===== src/rtl/pcore_interface_defs.sv =====
// Shared core interface definitions: register-file geometry and the writeback
// request record used by the RF write-port arbiter and its FIFO.
package pcore_interface_defs;

  localparam int RF_AWIDTH = 5;
  localparam int XLEN      = 32;

  typedef struct packed {
    logic [RF_AWIDTH-1:0] rd_addr;
    logic [XLEN-1:0]      rd_data;
  } type_wb_req_s;

  // Writes to x0 are architecturally discarded.
  function automatic logic is_x0(input logic [RF_AWIDTH-1:0] addr);
    return addr == '0;
  endfunction

endpackage


===== src/rtl/wb_fifo.sv =====
// Parameterised synchronous FIFO with occupancy count; push is ignored when full
// and pop is ignored when empty. Storage is not reset, only pointers and count.
module wb_fifo #(
  parameter int DEPTH = 4,
  parameter int WIDTH = 32
) (
  input  logic                       clk,
  input  logic                       rst,
  input  logic                       push_i,
  input  logic [WIDTH-1:0]           push_data_i,
  input  logic                       pop_i,
  output logic [WIDTH-1:0]           pop_data_o,
  output logic                       full_o,
  output logic                       empty_o,
  output logic [$clog2(DEPTH):0]     count_o
);

  localparam int AW = $clog2(DEPTH);
  localparam int CW = AW + 1;

  logic [WIDTH-1:0] mem_q [DEPTH];
  logic [AW-1:0]    wr_ptr_q, wr_ptr_d;
  logic [AW-1:0]    rd_ptr_q, rd_ptr_d;
  logic [CW-1:0]    count_q, count_d;
  logic             do_push, do_pop;

  assign full_o     = (count_q == CW'(DEPTH));
  assign empty_o    = (count_q == '0);
  assign count_o    = count_q;
  assign pop_data_o = mem_q[rd_ptr_q];

  assign do_push = push_i & ~full_o;
  assign do_pop  = pop_i & ~empty_o;

  // DEPTH is a power of two, so pointers wrap by natural overflow.
  always_comb begin
    wr_ptr_d = wr_ptr_q;
    rd_ptr_d = rd_ptr_q;
    count_d  = count_q;
    if (do_push) wr_ptr_d = wr_ptr_q + AW'(1);
    if (do_pop)  rd_ptr_d = rd_ptr_q + AW'(1);
    case ({do_push, do_pop})
      2'b10:   count_d = count_q + CW'(1);
      2'b01:   count_d = count_q - CW'(1);
      default: count_d = count_q;
    endcase
  end

  always_ff @(posedge clk or posedge rst) begin
    if (rst) begin
      wr_ptr_q <= '0;
      rd_ptr_q <= '0;
      count_q  <= '0;
    end else begin
      wr_ptr_q <= wr_ptr_d;
      rd_ptr_q <= rd_ptr_d;
      count_q  <= count_d;
    end
  end

  always_ff @(posedge clk) begin
    if (do_push) mem_q[wr_ptr_q] <= push_data_i;
  end

endmodule


===== src/rtl/rf_wb_arbiter.sv =====
// RF write-port front end: merges pipeline writeback (priority) with buffered
// LSU/MDU completions, with a starvation bound on the buffered source.
module rf_wb_arbiter
  import pcore_interface_defs::*;
#(
  parameter int FIFO_DEPTH   = 4,
  parameter int STARVE_LIMIT = 3
) (
  input  logic                 clk,
  input  logic                 rst,
  input  logic                 pipe_wb_valid_i,
  input  logic [RF_AWIDTH-1:0] pipe_wb_rd_addr_i,
  input  logic [XLEN-1:0]      pipe_wb_rd_data_i,
  output logic                 pipe_wb_ready_o,
  input  logic                 lsu_wb_valid_i,
  input  logic [RF_AWIDTH-1:0] lsu_wb_rd_addr_i,
  input  logic [XLEN-1:0]      lsu_wb_rd_data_i,
  output logic                 lsu_wb_ready_o,
  output logic                 wb2rf_rd_wr_req_o,
  output logic [RF_AWIDTH-1:0] wb2rf_rd_addr_o,
  output logic [XLEN-1:0]      wb2rf_rd_data_o
);

  localparam int CW = $clog2(FIFO_DEPTH) + 1;
  localparam int SW = $clog2(STARVE_LIMIT + 1);
  localparam logic [SW-1:0] STARVE_MAX = SW'(STARVE_LIMIT);

  type_wb_req_s  lsu_req, fifo_head, grant_req;
  logic          fifo_full, fifo_empty;
  logic [CW-1:0] fifo_count;
  logic          lsu_push, fifo_pop, force_fifo, pipe_win, grant_vld;

  logic [SW-1:0] starve_cnt_q, starve_cnt_d;
  logic          wr_req_q, wr_req_d;
  type_wb_req_s  out_q, out_d;

  assign lsu_req.rd_addr = lsu_wb_rd_addr_i;
  assign lsu_req.rd_data = lsu_wb_rd_data_i;
  assign lsu_push        = lsu_wb_valid_i & lsu_wb_ready_o;

  wb_fifo #(
    .DEPTH (FIFO_DEPTH),
    .WIDTH ($bits(type_wb_req_s))
  ) u_fifo (
    .clk         (clk),
    .rst         (rst),
    .push_i      (lsu_push),
    .push_data_i (lsu_req),
    .pop_i       (fifo_pop),
    .pop_data_o  (fifo_head),
    .full_o      (fifo_full),
    .empty_o     (fifo_empty),
    .count_o     (fifo_count)
  );

  // Ready depends only on registered state, so a full FIFO stays not-ready
  // even in a cycle where its head is dequeued.
  assign force_fifo      = (fifo_count != '0) & (starve_cnt_q == STARVE_MAX);
  assign pipe_wb_ready_o = ~rst & ~force_fifo;
  assign lsu_wb_ready_o  = ~rst & ~fifo_full;

  assign pipe_win = pipe_wb_valid_i & ~force_fifo;
  assign fifo_pop = ~pipe_win & ~fifo_empty;

  always_comb begin
    grant_vld = 1'b0;
    grant_req = '0;
    if (pipe_win) begin
      grant_vld         = 1'b1;
      grant_req.rd_addr = pipe_wb_rd_addr_i;
      grant_req.rd_data = pipe_wb_rd_data_i;
    end else if (fifo_pop) begin
      grant_vld = 1'b1;
      grant_req = fifo_head;
    end
  end

  // x0 grants still consume the request but never raise the write strobe.
  always_comb begin
    wr_req_d = grant_vld & ~is_x0(grant_req.rd_addr);
    out_d    = grant_vld ? grant_req : out_q;
  end

  always_comb begin
    starve_cnt_d = starve_cnt_q;
    if (fifo_empty || fifo_pop) begin
      starve_cnt_d = '0;
    end else if (pipe_win && (starve_cnt_q != STARVE_MAX)) begin
      starve_cnt_d = starve_cnt_q + SW'(1);
    end
  end

  always_ff @(posedge clk or posedge rst) begin
    if (rst) begin
      starve_cnt_q <= '0;
      wr_req_q     <= 1'b0;
      out_q        <= '0;
    end else begin
      starve_cnt_q <= starve_cnt_d;
      wr_req_q     <= wr_req_d;
      out_q        <= out_d;
    end
  end

  assign wb2rf_rd_wr_req_o = wr_req_q;
  assign wb2rf_rd_addr_o   = out_q.rd_addr;
  assign wb2rf_rd_data_o   = out_q.rd_data;

endmodule


===== config.mk =====
export PLATFORM = sky130hd
export DESIGN_NAME = rf_wb_arbiter
export DESIGN_NICKNAME = d
export VERILOG_FILES = /design/src/rtl/pcore_interface_defs.sv /design/src/rtl/wb_fifo.sv /design/src/rtl/rf_wb_arbiter.sv
export SDC_FILE = /design/constraint.sdc
export NUM_CORES = 1
export LEC_CHECK = 0
export CAP_MARGIN = 20
export CORE_MARGIN = 1
export CORE_UTILIZATION = 35
export CTS_BUF_LIST = sky130_fd_sc_hd__clkbuf_8
export DETAILED_ROUTE_END_ITERATION = 10
export PLACE_DENSITY = 0.57
export SYNTH_ARGS = -nofsm -noshare
export SYNTH_HDL_FRONTEND = slang
export SYNTH_SLANG_ARGS = --single-unit

===== constraint.sdc =====
create_clock -name clk -period 2.6 [get_ports clk]
set_input_delay 0.39 -clock clk [delete_from_list [all_inputs] [get_ports clk]]
set_output_delay 0.39 -clock clk [all_outputs]
set_load 0.1 [all_outputs]

After elaboration in Yosys (flattened, before gate mapping)
Memory sizes are Yosys's and may differ from the RTL's.
Cells that the tools add are included.
{ "totals": {"reg_bits": 47, "ram_bits": 148, "mem_count": 1, "wordCells": 49} }
{ "classes": {"bitwise_logic": 15, "eq_ne": 5, "reduce_logical": 7, "n_addsub": 5, "n_mux": 9} }
{ "memory_table": {"columns": ["memory", "words", "width", "rd", "rd_ports_with_merged_regs", "wr", "line", "text"], "rows": [
  ["u_fifo.mem_q", 4, 37, 1, 0, 1, "wb_fifo.sv:21", "logic [WIDTH-1:0] mem_q [DEPTH];"]
]} }
{ "op_table": {"columns": ["operator", "count"], "rows": [
  ["$mux W37", 2],
  ["$and A1 B1 Y1", 9],
  ["$add A2 B1 Y2 const B", 3],
  ["$not A1 Y1", 6],
  ["$pmux W3 S2", 1],
  ["$logic_not A5 Y1", 1],
  ["$eq A2 B2 Y1 const B", 2],
  ["$mux W1", 4],
  ["$mux W2", 2],
  ["$reduce_bool A2 Y1", 2],
  ["$add A3 B1 Y3 const B", 1],
  ["$eq A3 B3 Y1 const B", 1],
  ["$logic_not A3 Y1", 1],
  ["$reduce_bool A3 Y1", 1],
  ["$sub A3 B1 Y3 const B", 1],
  ["$eq A2 B1 Y1 const B", 1],
  ["$ne A2 B2 Y1 const B", 1],
  ["$logic_and A1 B1 Y1", 1],
  ["$logic_or A1 B1 Y1", 1]
]} }

Logic depth before layout (Yosys ltp)
{ "logic_depth": {"ltp_word": 11, "depth_mapped": 10, "depth_no_buf": 10} }

Hierarchy
Synthesis repeated with hierarchy kept, for this count alone.
{ "unflattened": {"hier_cells": 372, "hier_area_um2": 7931.4} }
{ "by_module_without_submodules": {"columns": ["mod", "area_each_um2", "instances", "cells_per_inst"], "rows": [
  ["wb_fifo", 5759.3, 1, 231],
  ["rf_wb_arbiter", 2172.1, 1, 141]
]} }

Worst setup path before layout
No wires, ideal clock.
{ "synth_path": {"kind": "register to register", "start": "register u_fifo.count_q[1] (netlist: u_fifo.count_o[1])", "end": "memory u_fifo.mem_q[0][0] (netlist bit), enable pin", "setup_ns": 0.398, "t_arrival_ns": 3.400, "synth_period_minus_slack_ns": 3.798, "path_buffers": 0, "path_stages_with_launch": 4, "setup_slack_ns": -1.198, "path_cell_list": "dfrtp_1 -> inv_1 -> a31oi_1 -> and3_1"} }
{ "synth_between": {"elab_chain_len": 7} }
{ "synth_lines": {"columns": ["item", "line", "text"], "rows": [
  ["start: declaration", "wb_fifo.sv:24", "logic [CW-1:0] count_q, count_d;"],
  ["start signal: assignment", "wb_fifo.sv:57", "count_q <= count_d;"],
  ["$eq A3 B3 Y1", "wb_fifo.sv:27", "assign full_o = (count_q == CW'(DEPTH));"],
  ["$not A1 Y1", "rf_wb_arbiter.sv:60", "assign lsu_wb_ready_o = ~rst & ~fifo_full;"],
  ["$and A1 B1 Y1", "rf_wb_arbiter.sv:60", null],
  ["via lsu_wb_ready_o", "rf_wb_arbiter.sv:18", "output logic lsu_wb_ready_o,"],
  ["$and A1 B1 Y1", "rf_wb_arbiter.sv:39", "assign lsu_push = lsu_wb_valid_i & lsu_wb_ready_o;"],
  ["$and A1 B1 Y1", "wb_fifo.sv:32", "assign do_push = push_i & ~full_o;"],
  ["$mux W1", "wb_fifo.sv:62", "if (do_push) mem_q[wr_ptr_q] <= push_data_i;"],
  ["$mux W1 (not written as such)", "wb_fifo.sv:62", null],
  ["end: declaration", "wb_fifo.sv:21", null]
]} }
The timed path passes the listed nets, and every way through them passes these cells.

Worst setup path in the final report
{ "layout_path": {"start": "register u_fifo.count_q[0] (netlist: u_fifo.count_o[0])", "end": "output pipe_wb_ready_o"} }
{ "layout_between": {"elab_chain_len": 4} }
{ "layout_lines": {"columns": ["item", "line", "text"], "rows": [
  ["$reduce_bool A3 Y1", "rf_wb_arbiter.sv:58", "assign force_fifo = (fifo_count != '0) & (starve_cnt_q == STARVE_MAX);"],
  ["$and A1 B1 Y1", "rf_wb_arbiter.sv:58", null],
  ["$not A1 Y1", "rf_wb_arbiter.sv:59", "assign pipe_wb_ready_o = ~rst & ~force_fifo;"],
  ["$and A1 B1 Y1", "rf_wb_arbiter.sv:59", null],
  ["end: declaration", "rf_wb_arbiter.sv:14", "output logic pipe_wb_ready_o,"]
]} }
Every way passes these cells.

==> tab_implementation.tex <==
\begin{tabular}{lr}
\hline
Metric & Value \\
\hline
\multicolumn{2}{l}{\textbf{Worst setup path}} \\
\quad Worst path cell trace & or3\_4, a21oi\_2, buf\_12 \\
\quad Peak fanout along the critical path & 19 \\
\quad Arrival @ worst endpoint & 1.91 ns \\
\quad Largest stage delay on the critical path & 0.54 ns \\
\quad Kind of critical path & register to primary output \\
\quad Crit-path slowest cell & sky130\_fd\_sc\_hd\_\_or3\_4 \\
\quad Req. time, crit path & 2.21 ns \\
\quad Crit end category & primary output \\
\quad Crit start category & register \\
\multicolumn{2}{l}{\textbf{Routing}} \\
\quad Total wire length after detailed routing & 17310 um \\
\quad Post-DRT Antenna Nets & 0 \\
\quad Initial DRC Count & 281 \\
\quad Iteration count of the initial detailed-routing pass & 4 \\
\quad DR WL/cell & 20.15 um \\
\quad Final routed DRC violation total & 0 \\
\quad Average vias per placed instance & 5.075 \\
\quad Vias post-DR & 4359 \\
\multicolumn{2}{l}{\textbf{Clocking}} \\
\quad Clock network latency to the later pin of the worst-skew pair & 0.47 ns \\
\quad H-Tree Depth & 4 \\
\quad Total clock buffers created by CTS & 17 \\
\quad Buffers inserted during post-CTS setup optimization & 0 \\
\quad Maximum clock insertion buffer count & 2 \\
\quad Clock-pin transition on the worst setup and hold timing paths & 0.09 ns \\
\quad Number of gates resized after cts & 2 \\
\quad Number of clock sinks & 195 \\
\quad TritonCTS clock tree & yes \\
\quad Root Buffer Master & sky130\_fd\_sc\_hd\_\_clkbuf\_8 \\
\quad Cts-stage hold buffer count & 0 \\
\multicolumn{2}{l}{\textbf{Synth}} \\
\quad Cells taking the most area after synthesis & sky130\_fd\_sc\_hd\_\_edfxtp\_1, sky130\_fd\_sc\_hd\_\_dfrtp\_1, sky130\_fd\_sc\_hd\_\_mux4\_2, sky130\_fd\_sc\_hd\_\_a22oi\_1, sky130\_fd\_sc\_hd\_\_and2\_1 \\
\quad Most area-hungry cell type in the Yosys netlist & sky130\_fd\_sc\_hd\_\_edfxtp\_1 \\
\quad Post-synthesis cell count & 439 \\
\quad Sequential-to-total area share from yosys stat & 72.58\% \\
\quad Syn Nets & 524 \\
\quad Mean instance size in the synthesized netlist & 17.64 sq um \\
\quad Synth Cell Area & 0.007744 sq mm \\
\quad Number of warnings reported in the yosys synthesis log & 0 \\
\quad Register bit count reported by yosys & 195 \\
\quad Count of distinct cell types in the synthesized netlist & 29 \\
\quad Top cell type's share of synthesized area & 57.39\% \\
\multicolumn{2}{l}{\textbf{Finish}} \\
\quad Share of post-route cells with drive strength above 1 & 23.66\% \\
\quad Area growth from synthesis to final layout & 25.80\% \\
\quad Commonest non-fill, non-tap cells in the layout & sky130\_fd\_sc\_hd\_\_edfxtp\_1, sky130\_fd\_sc\_hd\_\_clkdlybuf4s50\_1, sky130\_fd\_sc\_hd\_\_buf\_4, sky130\_fd\_sc\_hd\_\_dfrtp\_1, sky130\_fd\_sc\_hd\_\_mux4\_2 \\
\quad Most common cell after layout, fill and taps aside & sky130\_fd\_sc\_hd\_\_edfxtp\_1 \\
\quad Filler instances & 1922 \\
\quad Final \#Nets & 651 \\
\quad Design Area, Final & 0.009742 sq mm \\
\quad Antenna cell count & 0 \\
\multicolumn{2}{l}{\textbf{Place}} \\
\quad Count of input and output buffers & 117 \\
\quad Global placement routability congestion & 0.7449 \\
\quad Cell area after placement & 0.009288 sq mm \\
\quad Estimated wirelength of the detail-placed design & 11230 um \\
\multicolumn{2}{l}{\textbf{STA}} \\
\quad Portion of the clock cycle consumed by the worst path in the final layout & 88.43\% \\
\quad Unrepaired setup endpoints after global routing & no \\
\quad Setup Total Neg Slack & 0 ns \\
\quad Clock skew after layout & 0.01407 ns \\
\quad Count of final max-slew check failures & 0 \\
\quad Setup Viol. Count Final & 0 \\
\quad Count of final hold-check violations & 0 \\
\quad Tightest Pin Transition & 0.6072 ns \\
\quad Worst slew margin relative to its limit & 59.46\% \\
\quad Maximum achievable frequency & 435.0 MHz \\
\quad Final Critical Period & 2.299 ns \\
\multicolumn{2}{l}{\textbf{Power}} \\
\quad VDD IR max & 0.0007771 V \\
\quad Fraction of power consumed by combinational cells & 44.2\% \\
\quad Net switching fraction of the power & 41.84\% \\
\quad LEAKAGE & 0.003424 uW \\
\quad Register share of total power & 37.1\% \\
\quad Clk pwr share & 18.7\% \\
\quad Pwr Density & 1192 mW/mm\^{}2 \\
\quad Power dissipated by switching net loads & 4860 uW \\
\quad Cell Int Power & 6755 uW \\
\multicolumn{2}{l}{\textbf{Floorplan}} \\
\quad Area enclosed by the die boundary & 0.02272 sq mm \\
\quad Core region area & 0.02176 sq mm \\
\quad Initial Util & 35.59\% \\
\quad Vertical extent of the die & 150.7 um \\
\quad Number of top-level pins & 118 \\
\quad Placement row count & 54 \\
\quad Die extent in x & 150.7 um \\
\multicolumn{2}{l}{\textbf{Global routing}} \\
\quad All-Layer GR Usage & 16.31\% \\
\quad Number of global-route vias before repair & 4790 \\
\quad Initial antenna violation count & 1 \\
\quad Global-route wire length before repair & 26650 um \\
\quad Congestion Overflow GR & 0 \\
\quad Pin count of the biggest net entering global routing & 35 \\
\multicolumn{2}{l}{\textbf{Run status}} \\
\quad Run status & finished, final reports clean \\
\multicolumn{2}{l}{\textbf{Hold path}} \\
\quad Classification of the worst-slack hold path & input port to register \\
\multicolumn{2}{l}{\textbf{Job}} \\
\quad Reported max-cap violation count & 0 \\
\hline
\end{tabular}
[kinds of logic (layout without fill, tap and decap cells)]
| logic type | Yosys count | in the layout | synth area share, % |
|---|---|---|---|
| and+or+nand+nor | 52 | 52 | 4.007 |
| adders and majority gates | 7 | 7 | 1.228 |
| AOI/OAI and AO/OA | 109 | 109 | 8.628 |
| DFF | 195 | 195 | 72.58 |
| muxes | 38 | 38 | 10.89 |
| buffers and inverters | 32 | 172 | 1.987 |
| xor gates and xnor gates | 6 | 6 | 0.6787 |
[path summary, 6_finish.rpt]
kind	startpoint	endpoint	slack, ns	cells after the start
max	u_fifo.count_o[0]	pipe_wb_ready_o	0.30	3
min	pipe_wb_valid_i	starve_cnt_q[0]	0.30	4
max reg2reg	u_fifo.count_o[1]	u_fifo.count_o[2]	0.44	10
min reg2reg	starve_cnt_q[0]	starve_cnt_q[0]	0.46	1
max in group asynchronous	rst	wb2rf_rd_data_o[31]	1.46	3
min in group asynchronous	rst	wb2rf_rd_data_o[4]	0.44	2
[stage by stage]
step                      cells  total power [uW]  util [%]  setup WS, ns  hold slack, ns
final                       859             11620     44.78        0.3009          0.3048
after global routing        859             12210     44.78        0.2108          0.2931
after CTS                   859             11780     44.78        0.2300          0.2624
after detailed placement    827              9577     42.69        0.1404          0.4399
after global placement      827              9484     42.69        0.1882          0.4225
after floorplan             439              8190         -        0.2344          0.4068
[cell usage after synthesis]
library cell / number
sky130_fd_sc_hd__o21ai_1: 30
sky130_fd_sc_hd__clkbuf_1: 14
sky130_fd_sc_hd__a31oi_1: 1
sky130_fd_sc_hd__nor2b_1: 1
sky130_fd_sc_hd__buf_2: 6
sky130_fd_sc_hd__buf_6: 2
sky130_fd_sc_hd__nor2_1: 4
sky130_fd_sc_hd__a22oi_1: 33
sky130_fd_sc_hd__a21oi_1: 33
sky130_fd_sc_hd__and3_1: 5
sky130_fd_sc_hd__or3_1: 1
sky130_fd_sc_hd__o21ai_0: 3
sky130_fd_sc_hd__mux4_2: 37
sky130_fd_sc_hd__and2_1: 33
sky130_fd_sc_hd__xor2_1: 3
sky130_fd_sc_hd__nor3_2: 1
sky130_fd_sc_hd__a21boi_4: 1
sky130_fd_sc_hd__edfxtp_1: 148
sky130_fd_sc_hd__nand2_1: 6
sky130_fd_sc_hd__a21o_1: 4
sky130_fd_sc_hd__a22o_1: 4
sky130_fd_sc_hd__fa_1: 1
sky130_fd_sc_hd__nor4_2: 1
sky130_fd_sc_hd__dfrtp_1: 47
sky130_fd_sc_hd__mux2i_1: 1
sky130_fd_sc_hd__buf_4: 3
sky130_fd_sc_hd__inv_1: 7
sky130_fd_sc_hd__xnor2_1: 3
sky130_fd_sc_hd__ha_1: 6
[worst max-delay path: cells and delay by family, from the launching register on]
kind,cells,cell delay [ns]
buffers and inverters,1,0.20
AND/OR/NAND/NOR,1,0.54
flip-flops,1,0.45
AO/OA/AOI/OAI,1,0.25
[layer usage]
layer / part of all wire (%) / wire length, um / GRT usage, %
met2: 49 / 8502 / 27.29
met1: 44 / 7627 / 20.77
met5: 0.064 / 11 / 0
met3: 5.6 / 961 / 3.667
met4: 1.2 / 202 / 5.800
[registers in the layout, summed over array words and instances, names as in the netlist]
| register | flops |
|---|---|
| u_fifo.mem_q | 148 |
| wb2rf_rd_data_o | 32 |
| wb2rf_rd_wr_req_o | 1 |
| starve_cnt_q | 2 |
| u_fifo.wr_ptr_q | 2 |
| u_fifo.rd_ptr_q | 2 |
| u_fifo.count_o | 3 |
| wb2rf_rd_addr_o | 5 |
[power by group through the flow]
| stage | logic (uW) | registers [uW] | clock network, uW |
|---|---|---|---|
| after floorplan | 2080 | 6110 | 0 |
| after global placement | 5140 | 4350 | 0 |
| after CTS | 5210 | 4320 | 2250 |
| final | 5130 | 4300 | 2180 |
| after detailed placement | 5190 | 4380 | 0 |
| after global routing | 5470 | 4370 | 2360 |
[area by class of cell]
class / instances / area [sq um] / area share (%)
flip-flops and latches: 195 / 5623 / 57.72
multi-input cells: 212 / 2007 / 20.60
repair buffers: 133 / 1286 / 13.20
well taps: 280 / 350.3 / 3.596
clock buffers: 17 / 234.0 / 2.402
clock inverters: 15 / 215.2 / 2.209
inverters: 7 / 26.28 / 0.2697
No activity file was read; power rests on OpenSTA's default activity.
==> patch 1, RTL diff (config.mk and constraints unchanged) <==
Make the reset (`rst`) synchronous in 2 clocked blocks.
--- a/src/rtl/wb_fifo.sv
+++ b/src/rtl/wb_fifo.sv
@@ -46,7 +46,7 @@
     endcase
   end
 
-  always_ff @(posedge clk or posedge rst) begin
+  always_ff @(posedge clk) begin
     if (rst) begin
       wr_ptr_q <= '0;
       rd_ptr_q <= '0;
--- a/src/rtl/rf_wb_arbiter.sv
+++ b/src/rtl/rf_wb_arbiter.sv
@@ -90,7 +90,7 @@
     end
   end
 
-  always_ff @(posedge clk or posedge rst) begin
+  always_ff @(posedge clk) begin
     if (rst) begin
       starve_cnt_q <= '0;
       wr_req_q     <= 1'b0;
Formal check against the unedited RTL: differs if rst is asserted again (counterexample within 4 cycles, from zero or initial values and one cycle with rst high); with rst held inactive, the same outputs for 4 cycles.
==> patch 1 against the unedited design <==
Routed wire length shrank 5.7%; design area shrank 3.2%; die area shrank 2.2%; first-iteration DRC count shrank 19%; area after synthesis shrank 2.3%; sequential cell count grew 2; clock skew grew 0.0013 ns; worst setup slack lost 0.077 ns; worst hold slack gained 0.13 ns; final cell count grew 0.58%; register-to-register slack lost 0.17 ns; power shrank 23%; non-clock buffer count grew 6; sequential power shrank 9.8%; critical path type unchanged.
==> patch 1: results (changes against the unedited design) <==
stage	metric	value	unit	change
status	outcome	complete, no violations		
route	wl on met1	7.07	mm	-7.3%
clock_tree	Num Clock Sinks	197		+1.0%
layout	multi-input combinational area share	0.210		+0.00447
global_route	vias in the first global route	4562		-4.8%
place	GP Congestion	0.699		-6.1%
logic_synthesis	Adder-Cell Fraction of Synth Area	0.0126		+0.000284
setup_path	Slowest-stage cell, CP	dfxtp_1		
global_route	maximum number of pins on one net before global-route repair	50		+43%
layout	multi-input gates	213		+0.47%
setup_path	CP top delay family	buffers and inverters		
global_route	GR Util met1	0.196		-0.0117
layout	Buffers excl. clock	139		+4.5%
global_route	first-pass GRT wire length	25.4	mm	-4.6%
setup_path	Arr. time, crit path	1.99	ns	+0.08 ns
worst_hold_path	Hold Crit Class	flop to flop		
global_route	grt met2 use	0.254		-0.0192
setup_path	Critical Path Fanout Max	24		+5
layout	share of layout cells above drive strength 1	0.227		-0.0100
logic_synthesis	top cells by count, synth	148 x edfxtp_1, 54 x nor2_1, 49 x dfxtp_1		
setup_path	CP Launch Point	u_fifo.count_o[2]		
logic_synthesis	Post-Synth XOR/XNOR Area	0.00579		-0.00100
route	wire length on met3	972	µm	+1.1%
setup_path	r2r endpoint	u_fifo.count_o[2]		
route	met2 routed WL	8.03	mm	-5.6%
route	Routed WL per cell	18.9	µm	-6.3%
power_and_ir_drop	Lkg Pwr	3.18	nW	-7.1%
place	dpl hpwl	10.5	mm	-6.7%
route	highest routed layer	met4		
logic_synthesis	fraction of the mapped netlist area in compound gates	0.0590		-0.0273
power_and_ir_drop	worst ir drop on vdd	0.000655	V	-16%
setup_path	flop2flop setup slack	0.27	ns	-0.17 ns
layout	Non-Clock Buffer Area Fraction	0.134		+0.00245
timing	Clock Skews	0.0154	ns	+0.00132 ns
clock_tree	post-CTS resize count	0		-2
layout	antenna cells	2		+2
setup_path	r2r startpoint	u_fifo.count_o[0]		
logic_synthesis	Cell variety after synth	40		+38%
clock_tree	Reg clk slew, reported paths	0.11	ns	+0.02 ns
route	DRT iter0 DRCs	229		-19%
logic_synthesis	sequential cell area fraction in the yosys report	0.717		-0.00899
logic_synthesis	top cells by area, synth	edfxtp_1 59%, dfxtp_1 13%, mux4_2 7.4%, mux4_1 4.2%, nor2_1 2.7%		
timing	Worst-Margin Slew	0.720	ns	+0.113 ns
layout	ClkCell Share	0.0399		-0.00619
layout	FILL cells	1890		-1.7%
[patch 1: stage by stage]
step / cells / setup slack [ns] / area [µm²] / utilization / hold slack, ns
floorplan: 444 / 0.0612 / 7590 / - / 0.406
global placement: 831 / 0.259 / 9050 / 0.429 / 0.417
detailed placement: 831 / 0.177 / 9050 / 0.429 / 0.426
CTS: 862 / 0.171 / 9430 / 0.447 / 0.442
global route: 862 / 0.0213 / 9430 / 0.447 / 0.458
finish: 864 / 0.224 / 9430 / 0.447 / 0.438
[patch 1: cell families after synthesis]
family / count (synthesis)
flops: 197
fa+ha+maj: 7
simple gates: 105
xor+xnor: 5
buf+inv: 34
compound gates: 59
mux: 37
[patch 1: worst reg2reg max path: cells and delay by family (launching register included)]
kind / cells / cell delay [ns]
XOR/XNOR: 1 / 0.16
adder cells (fa/ha/maj): 2 / 0.53
flip-flops: 1 / 0.39
AO/OA/AOI/OAI: 2 / 0.30
AND/OR/NAND/NOR: 2 / 0.57
buffers and inverters: 3 / 0.29
[patch 1: worst min path at each step]
stage	startpoint	endpoint	slack, ns	depth (start not counted)
floorplan	starve_cnt_q[0]	starve_cnt_q[0]	0.41	1
global placement	starve_cnt_q[0]	starve_cnt_q[0]	0.42	1
detailed placement	starve_cnt_q[0]	starve_cnt_q[0]	0.43	1
CTS	starve_cnt_q[0]	starve_cnt_q[0]	0.44	1
global route	starve_cnt_q[0]	starve_cnt_q[0]	0.46	1
finish	starve_cnt_q[0]	starve_cnt_q[0]	0.44	1
[patch 1: power by group]
part / total [mW] / internal, mW / switching (mW)
Combinational: 3.19 / 1.08 / 2.12
Sequential: 3.88 / 3.68 / 0.198
Clock: 1.91 / 0.787 / 1.13
==> patch 2, RTL diff (config.mk and constraints unchanged) <==
Made on the original files. The package constant `RF_AWIDTH` goes from 5 to 10.
--- a/src/rtl/pcore_interface_defs.sv
+++ b/src/rtl/pcore_interface_defs.sv
@@ -2,7 +2,7 @@
 // request record used by the RF write-port arbiter and its FIFO.
 package pcore_interface_defs;
 
-  localparam int RF_AWIDTH = 5;
+  localparam int RF_AWIDTH = 10;
   localparam int XLEN      = 32;
 
   typedef struct packed {
Ports: changed (resized lsu_wb_rd_addr_i, pipe_wb_rd_addr_i and wb2rf_rd_addr_o); port bits go from 118 to 133. No check against the original RTL was run, so the function may have changed too.
==> patch 2 against the unedited design <==
Critical path depth up 2; sequential share of layout area down 1.1 points; clock skew up 0.014 ns; design area up 15%; power up 15%; area after synthesis up 14%; register-to-register slack worse by 0.05 ns; via count up 18%; routed wire length up 15%; worst setup slack better by 0.091 ns; sequential cell count up 25; critical endpoint unchanged.
==> patch 2: results (changes against the unedited design) <==
stage	metric	value	unit	change
clock_tree	Root Buffer Master	clkbuf_8		
logic_synthesis	top cells by area, synth	edfxtp_1 57%, dfrtp_1 15%, mux4_2 9.9%, nor2b_1 3.0%, a22oi_1 2.7%		
setup_path	Critical Path Fanout Max	13		-6
logic_synthesis	Post-synth EDFFs	168		+14%
power_and_ir_drop	switching power	5.67	mW	+17%
route	met2 routed WL	9.81	mm	+15%
clock_tree	Reg clk slew, reported paths	0.06	ns	-0.03 ns
logic_synthesis	async set or reset register ratio after synthesis	0.236		-0.00466
worst_hold_path	Hold Crit Class	input pin to flop		
route	Avg Vias per Cell	5.05		-0.58%
status	outcome	complete, no violations		
setup_path	flop2flop setup slack	0.39	ns	-0.05 ns
power_and_ir_drop	worst ir drop on vdd	0.000732	V	-5.8%
place	dpl hpwl	12.7	mm	+13%
place	GP Congestion	0.771		+3.5%
route	Initial DRT Pass Iterations	4		unchanged
layout	Final nets	765		+18%
clock_tree	post-CTS resize count	0		-2
global_route	maximum number of pins on one net before global-route repair	87		+150%
logic_synthesis	Ys Warns	0		unchanged
logic_synthesis	total nets after synthesis	607		+16%
setup_path	Arr. time, crit path	1.82	ns	-0.09 ns
global_route	gr usage total	0.159		-0.00445
route	highest routed layer	met5		
place	IO buf count	132		+13%
clock_tree	Worst-Skew Late Latency	0.54	ns	+0.07 ns
layout	max reg flops	168		+14%
route	wire length on met3	1.14	mm	+19%
logic_synthesis	sequential cell area fraction in the yosys report	0.718		-0.00739
global_route	initial antenna violation count	1		unchanged
timing	Clock Skews	0.0281	ns	+0.0140 ns
logic_synthesis	Cell variety after synth	35		+21%
layout	share of layout cells above drive strength 1	0.232		-0.00419
route	DRT iter0 DRCs	394		+40%
clock_tree	CTS max path bufs	3		+1
layout	Largest Register	u_fifo.mem_q		
route	wl on met1	8.66	mm	+14%
global_route	first-pass GRT wire length	31.1	mm	+17%
power_and_ir_drop	Lkg Pwr	3.98	nW	+16%
clock_tree	H-tree depth	2		-2
logic_synthesis	ys flop type	edfxtp_1		
route	Routed WL	19.9	mm	+15%
timing	Slew headroom	0.492		-0.103
clock_tree	CTS buffer count	37		+20
global_route	vias in the first global route	5506		+15%
logic_synthesis	top cells by count, synth	168 x edfxtp_1, 52 x dfrtp_1, 42 x nor2b_1		
-- patch 2: routing by layer --
| layer | global-route usage | vias up |
|---|---|---|
| met3 | 0.0387 | 28 |
| met1 | 0.205 | 2620 |
| met4 | 0.0455 | 2 |
| met5 | 0 | - |
| li1 | - | 2351 |
| met2 | 0.266 | 150 |
-- patch 2: stage by stage --
| stage | cell area (µm²) | cells | worst slack, ns | hold slack, ns | util |
|---|---|---|---|---|---|
| 2_1_floorplan | 8860 | 512 | 0.305 | 0.419 | - |
| 3_3_place_gp | 10600 | 955 | 0.205 | 0.436 | 0.430 |
| 6_report | 11200 | 1021 | 0.392 | 0.341 | 0.457 |
| 3_5_place_dp | 10600 | 955 | 0.140 | 0.444 | 0.430 |
| 4_1_cts | 11200 | 1021 | 0.321 | 0.315 | 0.457 |
| 5_1_grt | 11200 | 1021 | 0.162 | 0.330 | 0.457 |
-- patch 2: power by group through the flow --
| stage | Sequential [mW] | Combinational [mW] | Clock [mW] |
|---|---|---|---|
| after floorplan | 6.91 | 2.39 | 0 |
| after global placement | 4.90 | 5.79 | 0 |
| after detailed placement | 4.95 | 5.87 | 0 |
| after CTS | 4.88 | 5.88 | 2.80 |
| after global routing | 4.95 | 6.16 | 2.96 |
| final | 4.86 | 5.80 | 2.71 |
-- patch 2: cell families after synthesis --
kind of cell,after synthesis,synth area share
fa+ha+maj,7,0.0108
buf+inv,42,0.0235
simple gates,73,0.0484
mux,44,0.111
compound gates,120,0.0822
xor+xnor,6,0.00595
flops,220,0.718
-- patch 2: worst max-delay path, cell delays in order (launching register included) --
cell and delay [ns]:
dfrtp_1 0.39, ha_2 0.23, o31ai_1 0.07, buf_4 0.23, and2_1 0.19, buf_12 0.18
-- patch 2: final cells by class --
cell class / instances / area [µm²]
Clock inverter: 28 / 131
Inverter: 8 / 33.8
Tap cell: 324 / 405
Clock buffer: 38 / 523
Timing Repair Buffer: 153 / 1460
Sequential cell: 220 / 6350
Fill cell: 2169 / 13300
Multi-Input combinational cell: 250 / 2310
-- patch 2: worst paths after layout --
kind                       depth (start not counted)                   to               start
min reg2reg                                        1      starve_cnt_q[0]     starve_cnt_q[0]
min                                                2  wb2rf_rd_data_o[27]     pipe_wb_valid_i
min in group asynchronous                          3  wb2rf_rd_data_o[27]                 rst
max reg2reg                                        5   wb2rf_rd_data_o[2]  u_fifo.rd_ptr_q[0]
max in group asynchronous                          3   u_fifo.rd_ptr_q[0]                 rst
max                                                5      pipe_wb_ready_o     starve_cnt_q[0]
